<file path="config.mk">
export PLATFORM = sky130hd
export DESIGN_NAME = ultrasonic_ranger_flat
export DESIGN_NICKNAME = d
export VERILOG_FILES = /design/src/rtl/ultrasonic_ranger_if.sv /design/src/rtl/ultrasonic_ranger.sv /design/src/flat_wrapper.sv
export SDC_FILE = /design/constraint.sdc
export NUM_CORES = 1
export LEC_CHECK = 0
export BUFFER_PORTS_ARGS = -buffer_cell sky130_fd_sc_hd__buf_4
export CAP_MARGIN = 10
export CELL_PAD_IN_SITES_DETAIL_PLACEMENT = 1
export CELL_PAD_IN_SITES_GLOBAL_PLACEMENT = 1
export CORE_MARGIN = 3
export CORE_UTILIZATION = 46
export CTS_CLUSTER_SIZE = 30
export DETAILED_ROUTE_END_ITERATION = 6
export PLACE_DENSITY_LB_ADDON = 0.2
export SYNTH_ARGS = -nofsm -noshare
export SYNTH_HDL_FRONTEND = slang
export SYNTH_SLANG_ARGS = --single-unit
export TNS_END_PERCENT = 50
</file>
<file path="constraint.sdc">
create_clock -name clk -period 2.9 [get_ports clk]
set_input_delay 0.87 -clock clk [delete_from_list [all_inputs] [get_ports clk]]
set_output_delay 0.87 -clock clk [all_outputs]
set_load 0.02 [all_outputs]
</file>
<file path="src/rtl/ultrasonic_ranger_if.sv">
// ultrasonic_ranger_if: control, echo, trigger and result signals between a controller and the ranger
interface ultrasonic_ranger_if;
   logic       enable;
   logic       echo;
   logic       trig;
   logic [8:0] distance_cm;
   logic       dist_valid;
   logic       can_move_fwd;
   modport master (output enable, echo, input trig, distance_cm, dist_valid, can_move_fwd);
   modport slave (input enable, echo, output trig, distance_cm, dist_valid, can_move_fwd);
endinterface

</file>
<file path="src/rtl/ultrasonic_ranger.sv">
// ultrasonic_ranger: HC-SR04 trigger/echo timing to centimetres with hysteretic forward-motion gate
module ultrasonic_ranger #(
   parameter int clk_hz     = 25000000,
   parameter int period_ms  = 60,
   parameter int trig_us    = 10,
   parameter int timeout_us = 30000,
   parameter int stop_cm    = 20,
   parameter int go_cm      = 25
) (
   input logic clk,
   input logic rst,
   ultrasonic_ranger_if.slave bus
);
   localparam int pre_n = clk_hz / 1000000;
   localparam int pre_w = pre_n > 1 ? $clog2(pre_n) : 1;
   localparam int per_n = period_ms * 1000;
   localparam int per_w = $clog2(per_n);
   localparam int cnt_w = $clog2(timeout_us + 1);

   typedef enum logic [2:0] {IDLE, TRIG, WAIT_RISE, MEASURE, DONE} state_t;

   state_t     state_q, state_d;
   logic [pre_w-1:0] pre_q, pre_d;
   logic [per_w-1:0] per_q, per_d;
   logic [cnt_w-1:0] cnt_q, cnt_d;
   logic [5:0] sub_q, sub_d;
   logic [8:0] cm_q, cm_d, dist_q, dist_d;
   logic [2:0] echo_q, echo_d;
   logic       first_q, first_d, valid_q, valid_d, fwd_q, fwd_d, trig_q, trig_d;
   logic       tick, rise, fall;

   assign tick = pre_q == pre_w'(pre_n - 1);
   assign rise = echo_q[1] & ~echo_q[2];
   assign fall = ~echo_q[1] & echo_q[2];
   assign echo_d = {echo_q[1:0], bus.echo};

   always_comb begin
      state_d = state_q;
      pre_d   = '0;
      per_d   = '0;
      cnt_d   = cnt_q;
      sub_d   = sub_q;
      cm_d    = cm_q;
      first_d = first_q;
      dist_d  = dist_q;
      valid_d = 1'b0;
      fwd_d   = fwd_q;
      if (!bus.enable) begin
         state_d = IDLE;
      end else begin
         pre_d = tick ? '0 : pre_q + 1'b1;
         per_d = (tick && per_q != per_w'(per_n - 1)) ? per_q + 1'b1 : per_q;
         case (state_q)
            IDLE: if (tick && (first_q || per_q == per_w'(per_n - 1))) begin
               state_d = TRIG;
               per_d   = '0;
               cnt_d   = '0;
               first_d = 1'b0;
            end
            TRIG: if (tick) begin
               cnt_d = cnt_q + 1'b1;
               if (cnt_q == cnt_w'(trig_us - 1)) begin
                  state_d = WAIT_RISE;
                  cnt_d   = '0;
                  cm_d    = '0;
               end
            end
            // the tick coinciding with the detected edge is counted so a W us echo yields exactly W ticks
            WAIT_RISE: if (rise) begin
               state_d = MEASURE;
               cnt_d   = tick ? cnt_w'(1) : '0;
               sub_d   = tick ? 6'd1 : 6'd0;
               cm_d    = '0;
            end else if (tick) begin
               cnt_d = cnt_q + 1'b1;
               if (cnt_q == cnt_w'(timeout_us - 1)) begin
                  state_d = DONE;
                  cm_d    = 9'd511;
               end
            end
            MEASURE: if (fall) begin
               state_d = DONE;
            end else if (tick) begin
               cnt_d = cnt_q + 1'b1;
               sub_d = sub_q == 6'd57 ? 6'd0 : sub_q + 6'd1;
               cm_d  = (sub_q == 6'd57 && cm_q != 9'd511) ? cm_q + 9'd1 : cm_q;
               if (cnt_q == cnt_w'(timeout_us - 1)) begin
                  state_d = DONE;
                  cm_d    = 9'd511;
               end
            end
            DONE: begin
               state_d = IDLE;
               dist_d  = cm_q;
               valid_d = 1'b1;
               fwd_d   = fwd_q ? cm_q >= 9'(stop_cm) : cm_q >= 9'(go_cm);
            end
            default: state_d = IDLE;
         endcase
      end
      trig_d = state_d == TRIG;
   end

   always_ff @(posedge clk) begin
      if (!rst) begin
         state_q <= IDLE;
         pre_q   <= '0;
         per_q   <= '0;
         cnt_q   <= '0;
         sub_q   <= '0;
         cm_q    <= '0;
         echo_q  <= '0;
         first_q <= 1'b1;
         dist_q  <= 9'd511;
         valid_q <= 1'b0;
         fwd_q   <= 1'b0;
         trig_q  <= 1'b0;
      end else begin
         state_q <= state_d;
         pre_q   <= pre_d;
         per_q   <= per_d;
         cnt_q   <= cnt_d;
         sub_q   <= sub_d;
         cm_q    <= cm_d;
         echo_q  <= echo_d;
         first_q <= first_d;
         dist_q  <= dist_d;
         valid_q <= valid_d;
         fwd_q   <= fwd_d;
         trig_q  <= trig_d;
      end
   end

   assign bus.trig         = trig_q;
   assign bus.distance_cm  = dist_q;
   assign bus.dist_valid   = valid_q;
   assign bus.can_move_fwd = fwd_q;
endmodule

</file>
<file path="src/flat_wrapper.sv">
// flat-port wrapper written by rule: the top's interface ports become plain ports
module ultrasonic_ranger_flat 
#(
   parameter int clk_hz     = 25000000,
   parameter int period_ms  = 60,
   parameter int trig_us    = 10,
   parameter int timeout_us = 30000,
   parameter int stop_cm    = 20,
   parameter int go_cm      = 25
)
  (clk, rst, bus_enable, bus_echo, bus_trig, bus_distance_cm, bus_dist_valid, bus_can_move_fwd);
  ultrasonic_ranger_if bus_i ();
  input logic clk;
  input logic rst;
  input wire logic [$bits(bus_i.enable)-1:0] bus_enable;
  input wire logic [$bits(bus_i.echo)-1:0] bus_echo;
  output wire logic [$bits(bus_i.trig)-1:0] bus_trig;
  output wire logic [$bits(bus_i.distance_cm)-1:0] bus_distance_cm;
  output wire logic [$bits(bus_i.dist_valid)-1:0] bus_dist_valid;
  output wire logic [$bits(bus_i.can_move_fwd)-1:0] bus_can_move_fwd;
  assign bus_i.enable = bus_enable;
  assign bus_i.echo = bus_echo;
  assign bus_trig = bus_i.trig;
  assign bus_distance_cm = bus_i.distance_cm;
  assign bus_dist_valid = bus_i.dist_valid;
  assign bus_can_move_fwd = bus_i.can_move_fwd;
  ultrasonic_ranger #(.clk_hz(clk_hz), .period_ms(period_ms), .trig_us(trig_us), .timeout_us(timeout_us), .stop_cm(stop_cm), .go_cm(go_cm)) u_core (.clk(clk), .rst(rst), .bus(bus_i));
endmodule
</file>
# Word-level counts from Yosys, hierarchy flattened
# Cells that the tools add are included.
# totals
romBits	0
in_bits	4
wordCells	99
latch_bits	0
out_inout_bits	12
mem_bits_rw	0
memories	0
register_bits	70
# classes
n_bitwise	6
multipliers	0
magnitude_cmp	2
shifts	0
n_reduce_logical	15
n_div	0
muxes	38
n_addsub	5
n_eq_ne	21
# op_table
operator	count
$mux W15	6
$mux W9	9
$pmux W15 S4	1
$mux W16	3
$pmux W9 S3	1
$mux W3	8
$mux W6	4
$ge A9 B5 Y1 const B	2
$add A16 B1 Y16 const B	1
$eq A16 B16 Y1 const B	1
$ne A16 B16 Y1 const B	1
$add A15 B1 Y15 const B	1
$eq A15 B15 Y1 const B	1
$eq A15 B4 Y1 const B	1
$pmux W3 S4	1
$pmux W6 S2	1
$ne A2 B1 Y1 const B	5
$reduce_and A5 Y1	2
$add A9 B1 Y9 const B	1
$ne A3 B1 Y1 const B	3
$ne A9 B9 Y1 const B	1
$reduce_and A9 Y1	1
$add A6 B1 Y6 const B	1
$eq A3 B1 Y1 const B	2
other kinds (18)	29

# Longest topological paths before layout
# Gate-level depths: netlist (run 1).
# logic_depth
depth_word	7
depth_mapped	10
mapped_depth_nobuf	10

# Worst setup path before layout (run 1)
# No wires, ideal clock.
# synth_timing
kind	register -> register
from	register u_core.cnt_q[6]
to	register u_core.cm_q[5]
n_path_buf	0
arrival_time_ns	2.109
synth_period_minus_slack_ns	2.228
stages_incl_launch_ff	7
required_ns	2.781
setup_time_ns	0.119
path_slack_ns	0.672
cell_sequence	dfxtp_1 or4_4 or2_4 o311ai_4 and3_4 nand2_4 o221a_2
# synth_via
elab_chain_cells	5
elab_cells_between_ends	10
cone_classes	eq/ne: 5; mux: 4; reduce/logical: 1
# synth_lines
element	line_no	text
from (decl)	ultrasonic_ranger.sv:25	logic [cnt_w-1:0] cnt_q, cnt_d;
from (signal assigned)	ultrasonic_ranger.sv:122	cnt_q <= cnt_d;
$eq A15 B15 Y1	ultrasonic_ranger.sv:76, ultrasonic_ranger.sv:87	
$mux W9	ultrasonic_ranger.sv:87	if (cnt_q == cnt_w'(timeout_us - 1)) begin
$mux W9	ultrasonic_ranger.sv:83	end else if (tick) begin
$mux W9	ultrasonic_ranger.sv:81	MEASURE: if (fall) begin
$pmux W9 S3	ultrasonic_ranger.sv:53	case (state_q)
to (signal assigned)	ultrasonic_ranger.sv:124	cm_q <= cm_d;
to (decl)	ultrasonic_ranger.sv:27	logic [8:0] cm_q, cm_d, dist_q, dist_d;
# Parallel ways exist; a longest one is shown, timed or not. The select of a mux whose other input is x is not followed.
# A chain may end at the register's enable or synchronous reset.

# Worst setup path in the final report (run 1)
# layout_timing
from	register u_core.cnt_q[6]
to	register u_core.cm_q[6]
# Same word-level chain as after synthesis.

==> impl_metrics.py, run 1 <==
metrics = {
    "floorplanning": {
        "core_area_sq_um": 7486,
        "dieArea_sq_um": 9092,
        "die_y_um": 95.35,
        "rows": 31,
        "io_pins": 16,
        "die_x_um": 95.35,
        "start_util_pct": 49.06,
    },
    "timing": {
        "setup_ws_ns": 0.2857,
        "post-route-period-util_pct": 90.15,
        "setup_viol": 0,
        "drv_slew": 0,
        "finalSetupTns_ns": 0,
        "rsz0062_at_grt": "no",
        "worst_pin_slew_ns": 0.6528,
        "relSlewSlack_pct": 56.39,
        "hold_violations": 0,
        "fin_skew_ns": 0.01422,
        "period_needed_ns": 2.614,
        "hold_slack_ns": 0.4532,
        "max_freq_mhz": 382.5,
    },
    "clocking": {
        "path_clk_slew_ns": 0.08,
        "post_cts_resized": 0,
        "postCtsSetupRepairBufs": 0,
        "cts_made_buffers": 9,
        "cts_tree": "yes",
        "holdBufCountCts": 0,
        "cts-root-buf": "clkbuf_8",
        "clock_latency_ns": 0.36,
        "htreeDepth": 3,
        "clk_path_buf_depth": 2,
        "cts.sinks": 70,
    },
    "routing": {
        "route.met2.wl_mm": 5.002,
        "wl_per_cell_um": 17.54,
        "routed_wl_mm": 10.14,
        "dr_wl_met3_um": 294,
        "remaining_drc_errors": 0,
        "vias": 3478,
        "wl_met1_mm": 4.683,
        "vias_per_cell": 6.017,
        "ant_nets": 0,
        "firstDrtPassIters": 4,
        "top_layer": "met4",
        "drt_first_iter_violations": 153,
    },
    "grt": {
        "grt-ovfl-total": 0,
        "grt_start_max_net_pins": 28,
        "antenna_found_initial": 0,
        "grt_pass1_vias": 3515,
        "grt_use_total_pct": 24.09,
        "grt_first_pass_wirelength_mm": 17.02,
    },
    "outcome": {
        "status": "complete, no violations",
    },
    "placed_design": {
        "placed_area_sq_um": 3899,
        "port-buffer-count": 15,
        "pre_cts_slack_ns": 0.3202,
        "hpwl_mm": 7.246,
        "gp_congestion": 0.8860,
    },
    "critical_path": {
        "endpoint_kind": "flip-flop",
        "worstPathCellList": "or4_4, or2_4, o311ai_4, nand3_1, o311ai_1, o31ai_1",
        "start_kind": "flip-flop",
        "cpPeakStageDelay_ns": 0.57,
        "cp_data_arrival_time_ns": 2.85,
        "cp_slowest_cell": "or4_4",
        "worstPathMaxFanout": 8,
        "path_class": "flip-flop to flip-flop",
        "crit_required_ns": 3.14,
    },
    "yosys": {
        "synth_top_cell_by_area": "dfxtp_1",
        "yosysUniqueCellTypes": 56,
        "postSynthAreaPerCell_sq_um": 8.018,
        "ys_ff_latch": 70,
        "async_flop_share_pct": 0,
        "seq_area_frac_synth_pct": 38.16,
        "synth_cells": 458,
        "synth_edf_count": 0,
        "synthFlopType": "dfxtp_1",
        "yosysTopAreaCellShare_pct": 38.16,
        "yosys-top-cells-area": "dfxtp_1 38%, nand2_1 7.2%, nor2_1 4.9%, a21oi_1 4.1%, ha_1 3.7%",
        "syn_area_sq_um": 3672,
        "yosysWarnings": 0,
        "synth.net_count": 473,
    },
    "cells_and_area": {
        "nFillCells": 941,
        "area_delta_synth_final_pct": 10.49,
        "multiInputGateArea_sq_um": 2152,
        "fin_area_sq_um": 4058,
        "drive_gt1_share_pct": 9.812,
        "ff_latch_area_sq_um": 1401,
        "final_nets": 489,
        "n_antenna_cell": 0,
    },
    "power_and_ir_drop": {
        "ir_drop_mv": 0.1910,
        "leakage_nw": 1.539,
        "pwr_density_cell_nw_per_um2": 417.1,
    },
    "job": {
        "maxCapViolations": 0,
    },
    "worst_hold_path": {
        "hp-class": "flip-flop to flip-flop",
    },
}
## final cells by class
| class | count | share of cell area, % |
|---|---|---|
| multi-input combinational | 357 | 53.04 |
| sequential | 70 | 34.54 |
| timing repair buffer | 23 | 4.255 |
| clock buffer | 12 | 3.330 |
| tap | 99 | 3.053 |
| inverter | 13 | 1.203 |
| clock inverter | 4 | 0.5859 |
## per-layer routing
metal / GRT usage [%] / vias up
met4: 8.654 / 0
met5: 0 / -
met3: 5.446 / 15
li1: - / 1685
met2: 41.22 / 51
met1: 29.50 / 1727
## stage by stage
stage,power [W],std cells,utilization [%]
floorplan,0.001012,458,-
global placement,0.001024,562,52.08
detailed placement,0.001026,562,52.08
CTS,0.001711,578,54.20
global route,0.001752,578,54.20
finish,0.001693,578,54.20
## cells by family (layout without fill, tap and decap cells)
logic type / Yosys count / in the layout / share of synthesized area (%)
buffers and inverters: 31 / 52 / 3.237
XOR/XNOR: 22 / 22 / 5.247
adder cells (fa/ha/maj): 11 / 11 / 3.748
flip-flops: 70 / 70 / 38.16
multiplexers: 4 / 4 / 1.090
AO/OA/AOI/OAI: 105 / 105 / 19.39
AND/OR/NAND/NOR: 215 / 215 / 29.13
## synthesized netlist by cell type (4+ instances only)
cell type	count
clkbuf_1	16
nand2_1	70
inv_1	13
nor2b_1	4
a21o_1	9
xnor2_1	7
dfxtp_1	70
mux2i_1	4
nand4_1	12
nor3_1	12
xor2_1	15
and3_1	7
o31ai_1	5
a211oi_1	5
and4_1	4
and2_1	7
nand3_1	25
o211ai_1	6
nor2_1	48
or3_1	4
or3b_2	4
ha_1	11
a31oi_1	10
o21ai_0	15
a21oi_1	30
## registers in the layout, summed over array words and instances, names as in the netlist
register and cells:
u_core.bus.can_move_fwd 1, u_core.bus.dist_valid 1, u_core.bus.distance_cm 9, u_core.bus.trig 1, u_core.cm_q 9, u_core.cnt_q 15
u_core.echo_q 3, u_core.first_q 1, u_core.per_q 16, u_core.pre_q 5, u_core.state_q 3, u_core.sub_q 6
## layout by cell type, fill, tap and decap left out, drive strengths merged, types with 5 or more instances in the layout
cell,count
nor2,48
a211oi,5
o21ai,16
nand3,25
inv,13
and2,7
a21oi,30
a21o,9
xor2,15
o31ai,5
dfxtp,70
nand4,12
o211ai,6
clkbuf,12
xnor2,7
a31oi,10
and3,8
ha,11
nor3,12
nand2,71
buf,23
## power by group
group / internal, W / leakage (nW) / switching, W
Clock: 0.000309 / 0.0841 / 0.000380
Sequential: 0.000963 / 0.565 / 0.00000288
Combinational: 0.0000105 / 0.890 / 0.0000272
## final timing paths
check / to / depth (start not counted) / slack, ns / startpoint
worst min register to register: u_core.echo_q[1]$_SDFF_PN0_ / 1 / 0.45 / u_core.echo_q[0]$_SDFF_PN0_
worst min-delay path: u_core.echo_q[1]$_SDFF_PN0_ / 1 / 0.45 / u_core.echo_q[0]$_SDFF_PN0_
worst max-delay path: u_core.cm_q[6]$_SDFFE_PN0P_ / 6 / 0.29 / u_core.cnt_q[6]$_SDFFE_PN0P_
worst max register to register: u_core.cm_q[6]$_SDFFE_PN0P_ / 6 / 0.29 / u_core.cnt_q[6]$_SDFFE_PN0P_
## critical path: cells and delay by family (launching register included)
family          cells  cell delay (ns)
compound gates      3             0.98
simple gates        3             1.11
flops               1             0.39
Power figures use the tool's default switching activity.
==> run 2: changes to the inputs <==
--- a/config.mk
+++ b/config.mk
@@ -9,7 +9,6 @@
 export CAP_MARGIN = 10
 export CELL_PAD_IN_SITES_DETAIL_PLACEMENT = 1
 export CELL_PAD_IN_SITES_GLOBAL_PLACEMENT = 1
-export CORE_MARGIN = 3
 export CORE_UTILIZATION = 46
 export CTS_CLUSTER_SIZE = 30
 export DETAILED_ROUTE_END_ITERATION = 6
==> run 2 against run 1 <==
  * Via count down 1.5%
  * Non-clock buffer count up 1
  * Global-route usage up 1.3 points
  * Critical path type unchanged
  * Critical endpoint is now u_core.cnt_q[5]$_SDFFE_PN0P_
  * Highest routed layer unchanged
==> impl_metrics.py, run 2 (synthesized netlist as in run 1, its figures left out) <==
metrics = {
    "timing": {
        "fin_skew_ns": 0.008499,
        "max_freq_mhz": 391.3,
        "rsz0062_at_grt": "no",
        "worst_pin_slew_ns": 0.6612,
        "drv_slew": 0,
        "setup_viol": 0,
        "hold_violations": 0,
        "relSlewSlack_pct": 55.79,
        "period_needed_ns": 2.555,
        "post-route-period-util_pct": 88.11,
        "finalSetupTns_ns": 0,
    },
    "placed_design": {
        "gp_congestion": 0.8072,
        "hpwl_mm": 7.018,
        "port-buffer-count": 15,
        "dp_cells": 566,
    },
    "routing": {
        "firstDrtPassIters": 4,
        "vias_per_cell": 5.885,
        "wl_per_cell_um": 17.04,
        "ant_nets": 0,
        "remaining_drc_errors": 0,
        "routed_wl_mm": 9.916,
        "vias": 3425,
        "drt_first_iter_violations": 143,
    },
    "job": {
        "maxCapViolations": 0,
    },
    "grt": {
        "grt_use_total_pct": 25.42,
        "grt_pass1_vias": 3507,
        "grt_start_max_net_pins": 20,
        "antenna_found_initial": 0,
        "grt_first_pass_wirelength_mm": 16.97,
        "grt-ovfl-total": 0,
    },
    "cells_and_area": {
        "layout_top_registers": "u_core.per_q: 16 flops, u_core.cnt_q: 15 flops",
        "fin_cells": 582,
        "largest_reg_flops": 16,
        "area_delta_synth_final_pct": 13.19,
        "layout_common_cells": "70 x nand2_1, 70 x dfxtp_1, 48 x nor2_1",
        "nFillCells": 970,
        "n_antenna_cell": 0,
        "regMostFlops": "u_core.per_q",
        "drive_gt1_share_pct": 10.63,
        "final_nets": 490,
    },
    "critical_path": {
        "r2r_slack_ns": 0.34,
        "worstPathCellList": "or4_4, or2_4, o311ai_4, and2_1, a2111oi_0, a21o_1",
        "cp_data_arrival_time_ns": 2.81,
        "cp_slowest_cell": "or4_4",
        "r2r_end": "u_core.cnt_q[5]$_SDFFE_PN0P_",
        "crit_buf_inv": 0,
        "cpPeakStageDelay_ns": 0.57,
        "reg2reg_depth": 6,
        "path_class": "flip-flop to flip-flop",
        "r2r-start": "u_core.cnt_q[6]$_SDFFE_PN0P_",
        "worstPathMaxFanout": 8,
        "start_kind": "flip-flop",
        "crit_required_ns": 3.15,
        "endpoint_kind": "flip-flop",
        "critPathLaunch": "u_core.cnt_q[6]$_SDFFE_PN0P_",
        "crit_family": "simple AND/OR/NAND/NOR gates",
    },
    "power_and_ir_drop": {
        "pwr_density_cell_nw_per_um2": 478.5,
        "leakage_nw": 1.586,
        "ir_drop_mv": 0.2910,
        "finalPower_w": 0.001989,
    },
    "floorplanning": {
        "dieArea_sq_um": 8345,
        "die_y_um": 91.35,
        "start_util_pct": 47.52,
        "io_pins": 16,
        "die_x_um": 91.35,
        "core_area_sq_um": 7727,
        "rows": 32,
    },
    "clocking": {
        "path_clk_slew_ns": 0.08,
        "htreeDepth": 3,
        "cts_made_buffers": 9,
        "clk_path_buf_depth": 2,
        "post_cts_resized": 0,
        "postCtsSetupRepairBufs": 0,
        "cts-root-buf": "clkbuf_8",
        "clock_latency_ns": 0.35,
        "holdBufCountCts": 0,
        "cts.sinks": 70,
        "cts_tree": "yes",
    },
    "worst_hold_path": {
        "hold_path_end": "u_core.echo_q[1]$_SDFF_PN0_",
        "min-delay-start": "u_core.echo_q[0]$_SDFF_PN0_",
        "hold_path_depth": 1,
        "hp-class": "flip-flop to flip-flop",
    },
    "outcome": {
        "status": "complete, no violations",
    },
}
## run 2: where the power goes
part	switching [W]	total [W]	internal [W]
Clock	0.000392	0.000985	0.000593
Sequential	0.00000298	0.000966	0.000963
Combinational	0.0000271	0.0000376	0.0000105
Total	0.000422	0.00199	0.00157
## run 2: layer usage
metal  share of wire [%]  track usage, %  up-vias
li1                    -               -     1677
met3                 2.5           4.690       16
met2                  50           44.00       51
met4                 1.3           8.069        0
met1                  46           31.82     1681
met5                   0               0        -
## run 2: final cells by class
| class | count | area [sq um] | share of cell area, % |
|---|---|---|---|
| clock inverter | 6 | 108.9 | 2.619 |
| inverter | 13 | 48.80 | 1.174 |
| clock buffer | 10 | 137.6 | 3.311 |
| tap | 102 | 127.6 | 3.070 |
| timing repair buffer | 24 | 180.2 | 4.335 |
| sequential | 70 | 1401 | 33.71 |
| multi-input combinational | 357 | 2152 | 51.78 |
## run 2: worst max path at each step
stage	slack, ns	end	cells after the start
2_1_floorplan	0.67	u_core.cm_q[5]$_SDFFE_PN0P_	6
3_3_place_gp	0.45	u_core.cnt_q[7]$_SDFFE_PN0P_	6
3_5_place_dp	0.38	u_core.cnt_q[5]$_SDFFE_PN0P_	6
4_1_cts	0.36	u_core.cnt_q[5]$_SDFFE_PN0P_	6
5_1_grt	0.13	u_core.per_q[1]$_SDFF_PN0_	7
6_report	0.34	u_core.cnt_q[5]$_SDFFE_PN0P_	6
## run 2: metrics by stage
stage | util (%) | hold WS, ns | area (sq um) | worst slack (ns)
6_report | 53.79 | 0.4478 | 4156 | 0.3447
5_1_grt | 53.79 | 0.4598 | 4156 | 0.1346
4_1_cts | 53.79 | 0.4556 | 4156 | 0.3579
3_5_place_dp | 50.60 | 0.4325 | 3910 | 0.3780
3_3_place_gp | 50.60 | 0.4143 | 3910 | 0.4525
2_1_floorplan | - | 0.4119 | 3672 | 0.6725
## run 2: worst reg2reg max path: cells and delay by family (launching register included)
family / cells / cell delay, ns
AOI/OAI and AO/OA: 3 / 0.81
DFF: 1 / 0.38
and+or+nand+nor: 3 / 1.27
==> run 3: changes to the inputs <==
--- a/config.mk
+++ b/config.mk
@@ -9,7 +9,7 @@
 export CAP_MARGIN = 10
 export CELL_PAD_IN_SITES_DETAIL_PLACEMENT = 1
 export CELL_PAD_IN_SITES_GLOBAL_PLACEMENT = 1
-export CORE_UTILIZATION = 46
+export CORE_UTILIZATION = 43
 export CTS_CLUSTER_SIZE = 30
 export DETAILED_ROUTE_END_ITERATION = 6
 export PLACE_DENSITY_LB_ADDON = 0.2
==> run 3 against run 2 <==
  * Global-route usage shrank 0.78 points
  * Clock power shrank 12%
  * Via count shrank 0.41%
  * Largest power group is now sequential cells
  * Sequential power is essentially flat
  * Sequential share of layout area grew 0.17 points
  * Critical path depth is the same
  * Clock skew is essentially flat
  * Power shrank 6.0%
  * Non-clock buffer count grew 1
  * Worst hold slack gained 0.0058 ns
  * Wire length grew 0.62%
  * Critical endpoint is now u_core.cm_q[6]$_SDFFE_PN0P_
==> impl_metrics.py, run 3 (synthesized netlist as in run 1, its figures left out) <==
metrics = {
    "outcome": {
        "status": "complete, no violations",
    },
    "grt": {
        "grt_first_pass_wirelength_mm": 16.98,
        "grt_start_max_net_pins": 24,
        "grt_use_total_pct": 24.65,
        "grt-ovfl-total": 0,
        "grt_pass1_vias": 3449,
        "antenna_found_initial": 0,
    },
    "routing": {
        "wl_per_cell_um": 17.03,
        "routed_wl_mm": 9.977,
        "ant_nets": 0,
        "vias_per_cell": 5.821,
        "vias": 3411,
        "drt_first_iter_violations": 120,
        "firstDrtPassIters": 4,
        "remaining_drc_errors": 0,
    },
    "cells_and_area": {
        "post-route-util_pct": 50.08,
        "n_antenna_cell": 0,
        "regMostFlops": "u_core.per_q",
        "largest_reg_flops": 16,
        "layout_common_cells": "70 x nand2_1, 70 x dfxtp_1, 48 x nor2_1",
        "drive_gt1_share_pct": 10.60,
        "final_nets": 491,
        "area_delta_synth_final_pct": 12.61,
        "layout_top_registers": "u_core.per_q: 16 flops, u_core.cnt_q: 15 flops",
    },
    "clocking": {
        "holdBufCountCts": 0,
        "path_clk_slew_ns": 0.08,
        "clk_path_buf_depth": 2,
        "cts-root-buf": "clkbuf_8",
        "cts_made_buffers": 9,
        "post_cts_resized": 0,
        "cts.sinks": 70,
        "clock_latency_ns": 0.35,
        "cts_tree": "yes",
        "postCtsSetupRepairBufs": 0,
        "htreeDepth": 3,
    },
    "power_and_ir_drop": {
        "leakage_nw": 1.571,
        "p_int_w": 0.001457,
        "power_frac_clock_pct": 46.3,
        "pwr_density_cell_nw_per_um2": 452.3,
        "p_sw_share_pct": 22.12,
        "switchingPower_w": 0.0004138,
        "p_seq_share_pct": 51.7,
        "combPwrFrac_pct": 2.0,
        "ir_drop_mv": 0.1998,
    },
    "timing": {
        "max_freq_mhz": 382.4,
        "hold_violations": 0,
        "fin_skew_ns": 0.008592,
        "setup_viol": 0,
        "period_needed_ns": 2.615,
        "post-route-period-util_pct": 90.18,
        "relSlewSlack_pct": 53.93,
        "hold_slack_ns": 0.4536,
        "worst_pin_slew_ns": 0.6895,
        "finalSetupTns_ns": 0,
        "rsz0062_at_grt": "no",
        "drv_slew": 0,
    },
    "job": {
        "maxCapViolations": 0,
    },
    "placed_design": {
        "hpwl_mm": 7.069,
        "gp_congestion": 0.8209,
        "port-buffer-count": 15,
    },
    "critical_path": {
        "cp_data_arrival_time_ns": 2.83,
        "start_kind": "flip-flop",
        "cp_slowest_cell": "or4_4",
        "worstPathMaxFanout": 8,
        "worstPathCellList": "or4_4, or2_4, o311ai_4, nand3_1, o311ai_1, o31ai_1",
        "path_class": "flip-flop to flip-flop",
        "crit_required_ns": 3.12,
        "cpPeakStageDelay_ns": 0.56,
        "endpoint_kind": "flip-flop",
    },
    "floorplanning": {
        "core_area_sq_um": 8258,
        "die_y_um": 94.42,
        "die_x_um": 94.42,
        "dieArea_sq_um": 8914,
        "io_pins": 16,
        "rows": 33,
        "start_util_pct": 44.47,
    },
    "worst_hold_path": {
        "hp-class": "flip-flop to flip-flop",
    },
}
run 3: metal layers:
| layer | global-route usage (%) | wire length [um] | vias to the layer above |
|---|---|---|---|
| li1 | - | - | 1678 |
| met1 | 31.01 | 4772 | 1666 |
| met2 | 41.06 | 4741 | 50 |
| met3 | 5.233 | 278 | 17 |
| met4 | 9.487 | 185 | 0 |
| met5 | 0 | 0 | - |
run 3: final cells by class:
type	count	area [sq um]
fill	1019	4123
multi-input combinational	357	2152
sequential	70	1401
timing repair buffer	25	187.7
tap	105	131.4
clock buffer	10	127.6
clock inverter	6	86.33
inverter	13	48.80
run 3: path summary, 6_finish.rpt:
kind / slack [ns] / startpoint / depth (start not counted) / to
min: 0.45 / u_core.echo_q[0]$_SDFF_PN0_ / 1 / u_core.echo_q[1]$_SDFF_PN0_
max: 0.28 / u_core.cnt_q[6]$_SDFFE_PN0P_ / 6 / u_core.cm_q[6]$_SDFFE_PN0P_
min reg2reg: 0.45 / u_core.echo_q[0]$_SDFF_PN0_ / 1 / u_core.echo_q[1]$_SDFF_PN0_
max reg2reg: 0.28 / u_core.cnt_q[6]$_SDFFE_PN0P_ / 6 / u_core.cm_q[6]$_SDFFE_PN0P_
run 3: metrics by stage:
stage,setup slack [ns],std cells,total power [W],area [sq um]
finish,0.2849,586,0.001871,4135
global route,0.1939,586,0.001944,4135
CTS,0.3247,586,0.001903,4135
detailed placement,0.3299,570,0.001026,3921
global placement,0.4745,570,0.001025,3921
floorplan,0.6725,458,0.001012,3672
run 3: power groups by stage:
stage / clock [W] / combinational [W] / sequential (W)
4_1_cts: 0.000898 / 0.0000379 / 0.000966
6_report: 0.000867 / 0.0000372 / 0.000966
3_3_place_gp: 0 / 0.0000365 / 0.000989
5_1_grt: 0.000935 / 0.0000419 / 0.000967
2_1_floorplan: 0 / 0.0000239 / 0.000988
3_5_place_dp: 0 / 0.0000375 / 0.000989
run 3: critical path: cells and delay by family (launching register included):
kind,cells,cell delay [ns]
flip-flops,1,0.37
AO/OA/AOI/OAI,3,0.99
AND/OR/NAND/NOR,3,1.12
